--- src/rtl/cache_ctrl_nway.sv ---
// Control FSM for the N-way set-associative, write-back, write-allocate data cache.
// Sequences tag check, dirty-victim writeback and refill, and drives the way-indexed array strobes.
module cache_ctrl_nway #(
    parameter int unsigned  WAYS        = 2,
    parameter int unsigned  MEM_TIMEOUT = 255,
    localparam int unsigned WW          = $clog2(WAYS)
) (
    input  logic            clk,
    input  logic            rst,
    input  logic            cpu_read,
    input  logic            cpu_write,
    input  logic [WAYS-1:0] hit_way,
    input  logic [WAYS-1:0] is_valid,
    input  logic [WAYS-1:0] is_dirty,
    input  logic [WW-1:0]   lru_way,
    input  logic            mem_resp,
    output logic            cpu_ready,
    output logic [WAYS-1:0] load_data,
    output logic [WAYS-1:0] load_tag,
    output logic [WAYS-1:0] set_valid,
    output logic [WAYS-1:0] set_dirty,
    output logic [WAYS-1:0] clr_dirty,
    output logic            lru_update,
    output logic [WW-1:0]   lru_touch,
    output logic            data_in_select,
    output logic [WW-1:0]   wb_way,
    output logic            mem_read,
    output logic            mem_write,
    output logic            busy,
    output logic            error
);

    localparam int unsigned CW = $clog2(MEM_TIMEOUT + 1);

    typedef enum logic [1:0] {IDLE, CHECK, WRITEBACK, REFILL} state_t;

    state_t          state, state_n;
    logic [WW-1:0]   victim, victim_n;
    logic [CW-1:0]   cnt, cnt_n;
    logic            op_write, op_write_n;

    logic [WW-1:0]   hit_idx;
    logic [WW-1:0]   pick;
    logic [WAYS-1:0] hit_oh;
    logic [WAYS-1:0] victim_oh;
    logic            hit_multi;
    logic            timeout;

    // Hit encode and victim pick: descending scan leaves the lowest matching index.
    always_comb begin : decode
        hit_idx   = '0;
        pick      = lru_way;
        hit_oh    = '0;
        victim_oh = '0;
        for (int i = int'(WAYS) - 1; i >= 0; i--) begin
            if (hit_way[i])   hit_idx = WW'(i);
            if (!is_valid[i]) pick    = WW'(i);
        end
        hit_oh[hit_idx]   = 1'b1;
        victim_oh[victim] = 1'b1;
    end

    assign hit_multi = (hit_way & (hit_way - WAYS'(1))) != '0;
    // A response arriving on the deadline cycle takes precedence over the timeout.
    assign timeout   = (cnt == CW'(MEM_TIMEOUT)) && !mem_resp;

    always_ff @(posedge clk) begin : state_reg
        if (rst) begin
            state    <= IDLE;
            victim   <= '0;
            cnt      <= '0;
            op_write <= 1'b0;
        end else begin
            state    <= state_n;
            victim   <= victim_n;
            cnt      <= cnt_n;
            op_write <= op_write_n;
        end
    end

    always_comb begin : next_state
        state_n        = state;
        victim_n       = victim;
        cnt_n          = cnt;
        op_write_n     = op_write;
        cpu_ready      = 1'b0;
        load_data      = '0;
        load_tag       = '0;
        set_valid      = '0;
        set_dirty      = '0;
        clr_dirty      = '0;
        lru_update     = 1'b0;
        lru_touch      = '0;
        data_in_select = 1'b0;
        wb_way         = '0;
        mem_read       = 1'b0;
        mem_write      = 1'b0;
        error          = 1'b0;
        busy           = (state != IDLE);

        unique case (state)
            IDLE: begin
                if (cpu_write || cpu_read) begin
                    op_write_n = cpu_write;
                    state_n    = CHECK;
                end
            end
            CHECK: begin
                cnt_n = '0;
                if (hit_multi) begin
                    error     = 1'b1;
                    cpu_ready = 1'b1;
                    state_n   = IDLE;
                end else if (|hit_way) begin
                    cpu_ready  = 1'b1;
                    lru_update = 1'b1;
                    lru_touch  = hit_idx;
                    if (op_write) begin
                        load_data = hit_oh;
                        set_dirty = hit_oh;
                    end
                    state_n = IDLE;
                end else begin
                    victim_n = pick;
                    state_n  = (is_valid[pick] && is_dirty[pick]) ? WRITEBACK : REFILL;
                end
            end
            WRITEBACK: begin
                wb_way = victim;
                if (mem_resp) begin
                    mem_write = 1'b1;
                    cnt_n     = '0;
                    state_n   = REFILL;
                end else if (timeout) begin
                    error     = 1'b1;
                    cpu_ready = 1'b1;
                    state_n   = IDLE;
                end else begin
                    mem_write = 1'b1;
                    cnt_n     = cnt + CW'(1);
                end
            end
            REFILL: begin
                if (mem_resp) begin
                    mem_read       = 1'b1;
                    load_data      = victim_oh;
                    load_tag       = victim_oh;
                    set_valid      = victim_oh;
                    clr_dirty      = victim_oh;
                    data_in_select = 1'b1;
                    state_n        = CHECK;
                end else if (timeout) begin
                    error     = 1'b1;
                    cpu_ready = 1'b1;
                    state_n   = IDLE;
                end else begin
                    mem_read = 1'b1;
                    cnt_n    = cnt + CW'(1);
                end
            end
            default: state_n = IDLE;
        endcase
    end

endmodule

--- config.mk ---
export PLATFORM = sky130hd
export DESIGN_NAME = cache_ctrl_nway
export DESIGN_NICKNAME = d
export VERILOG_FILES = /design/src/rtl/cache_ctrl_nway.sv
export SDC_FILE = /design/constraint.sdc
export NUM_CORES = 1
export LEC_CHECK = 0
export CAP_MARGIN = 30
export CORE_ASPECT_RATIO = 1.5
export CORE_UTILIZATION = 35
export CTS_BUF_LIST = sky130_fd_sc_hd__clkbuf_8 sky130_fd_sc_hd__clkbuf_16
export CTS_CLUSTER_DIAMETER = 200
export DETAILED_ROUTE_END_ITERATION = 10
export PLACE_DENSITY = 0.64
export SLEW_MARGIN = 20
export SYNTH_ARGS = -nofsm -noshare
export SYNTH_HDL_FRONTEND = slang
export SYNTH_SLANG_ARGS = --single-unit
--- constraint.sdc ---
create_clock -name clk -period 2.7 [get_ports clk]
set_input_delay 0.54 -clock clk [delete_from_list [all_inputs] [get_ports clk]]
set_output_delay 0.54 -clock clk [all_outputs]
set_load 0.02 [all_outputs]
==> impl_metrics.toml <==
[logic_synthesis]
seq_area_frac_synth = 0.2663
synth_top_area_frac = 0.2663
ys_ff_latch = 12
netlist_area_sq_um = 902.1
synth_nets = 129
syn_inst = 113
yosys.area.top_type = "dfxtp_1"
synthFlopType = "dfxtp_1"
ys_types = 43
ys_warn_count = 0
synth_common_cells = "12 x dfxtp_1, 12 x nand2_1, 10 x nor2_1"
synthArstFlopShare = 0
avgSynthCellArea_sq_um = 7.983
synth_edf_count = 0
synth_area_leaders = "dfxtp_1 27%, ha_1 5.5%, nand2_1 5.0%"

[pwr]
p_int_mw = 0.3340
pwr-share-comb = 0.229
p_sw_mw = 0.1251
fin_total_pwr_mw = 0.4591
swShare = 0.2725
worst_ir_drop_vdd_uv = 260.7
power_density_nw_per_um2 = 354.8
pwr-share-seq = 0.412
p_clk_frac = 0.358
p_leak_nw = 0.6389

[routing]
ant_nets = 0
vias = 954
drt_iter0_markers = 12
viasPerCell = 5.451
drc_errors = 0
detail_route.first_pass.iterations = 4
wl_per_cell_um = 13.05
finalWirelength_mm = 2.283

[timing]
fmax_mhz = 380.3
period_share = 0.9740
fin_crit_ns = 2.630
relSlewSlack = 0.6816
hold_ws_ns = 0.5153
tightest_slew_ns = 0.4726
hold_viol_final = 0
final.setup_skew_ns = 0.005471
rsz0062_at_grt = "false"
final-setup-viol-count = 0
drv_slew = 0

[place]
dpl.hpwl_mm = 1.859
place_congestion = 0.8424
place.port_buffers = 30

[global_route]
antenna_found_initial = 0
grt_pass1_wl_mm = 3.981
grt_start_max_net_pins = 12
grt-ovfl-total = 0
first_global_vias = 938
grt_util_all_layers = 0.1862

[die]
ioPinCount = 31
dieArea_sq_um = 2789
die_y_um = 64.18
core-area_sq_um = 2450
start_util = 0.3682
chipWidth_um = 43.45
num_rows = 22

[clock_tree]
ctsHoldBuffers = 0
cts_setup_buffers = 0
cts_tree = "done"
clockRootBuffer = "clkbuf_8"
h-tree-depth = 1
cts_sinks = 12
cts.clk_slew.worst_paths_ns = 0.06
clock_latency_ns = 0.24
clk_path_buf_depth = 2
cts_buffers = 3

[setup_path]
worst_ep_arrival_time_ns = 2.09
start_kind = "input pin"
critPathKind = "in -> out"
critPathRequiredTime_ns = 2.16
r2r_cells = 7
end_kind = "output pin"
cp_max_fo = 3

[final_layout]
drive_gt1_frac = 0.1656
largest_register_ffs = 8
fill_cells = 231
num_antenna_cells = 0
syn2layout_area_growth_pct = 43.41
layout.nets = 169

[hold_path]
hold_path_class = "reg -> reg"
min_path_cells = 2

[job]
maxCapViolCount = 0

[status]
outcome = "finished clean"
layout by cell type, fill, tap and decap left out, drive strengths merged, types with 4 or more instances in the layout:
cell	count
dfxtp	12
ha	4
clkdlybuf4s50	17
clkbuf	4
buf	13
nand2	12
a31oi	4
a21oi	8
o21ai	7
inv	9
dlymetal6s2s	4
nor2	10
dlygate4sd2	8
per-stage QoR:
stage          worst slack, ns    util  cells  setup TNS, ns  cell area (sq um)
5_1_grt                0.01232  0.5281    175              0               1294
6_report               0.07031  0.5281    175              0               1294
3_3_place_gp           -0.1418  0.5133    172        -0.4320               1257
4_1_cts               0.003252  0.5255    175              0               1287
3_5_place_dp           -0.1862  0.5133    172        -0.7029               1257
2_1_floorplan           0.5930       -    113              0              902.1
path summary, 6_finish.rpt:
| kind | slack [ns] | from | end |
|---|---|---|---|
| worst max-delay path | 0.07 | mem_resp | mem_write |
| worst min-delay path | 0.52 | victim$_SDFFE_PP0P_ | victim$_SDFFE_PP0P_ |
| worst max register to register | 0.85 | cnt[0]$_SDFFE_PP0P_ | cnt[0]$_SDFFE_PP0P_ |
| worst min register to register | 0.52 | victim$_SDFFE_PP0P_ | victim$_SDFFE_PP0P_ |
power groups by stage:
stage	Combinational (mW)	Clock [mW]	Sequential, mW
after floorplan	0.0577	0	0.190
after global placement	0.108	0	0.193
after detailed placement	0.109	0	0.193
after CTS	0.107	0.168	0.189
after global routing	0.116	0.177	0.190
final	0.105	0.165	0.189
metal layers:
metal  GRT usage  up-vias  wire length (um)
li1            -      478                 -
met4     0.07422        0                14
met3     0.02825        2                66
met1      0.1849      454               863
met2      0.3636       20              1338
met5           0        -                 0
cells by family after synthesis:
group / share of synthesized area
AO/OA/AOI/OAI: 0.2497
adder cells (fa/ha/maj): 0.05548
buffers and inverters: 0.1179
flip-flops: 0.2663
multiplexers: 0.01110
AND/OR/NAND/NOR: 0.2996
critical path, cell delays in order:
cell	delay, ns
clkdlybuf4s50_1	0.54
buf_4	0.15
nor3_4	0.04
nor3b_1	0.17
clkdlybuf4s50_1	0.64
final cells by class:
type	instances	area (sq um)	share of cell area
multi-input combinational	84	555.5	0.4294
timing repair buffer	43	392.9	0.3037
sequential	12	240.2	0.1857
clock buffer	3	41.29	0.03191
inverter	9	33.78	0.02611
tap	24	30.03	0.02321
repair_timing:
item	CTS	global route
resized for setup	9	6
gates cloned	0	0
pin swaps	0	0
endpoints found under the setup margin	10	5
No activity file was read; power rests on OpenSTA's default activity.
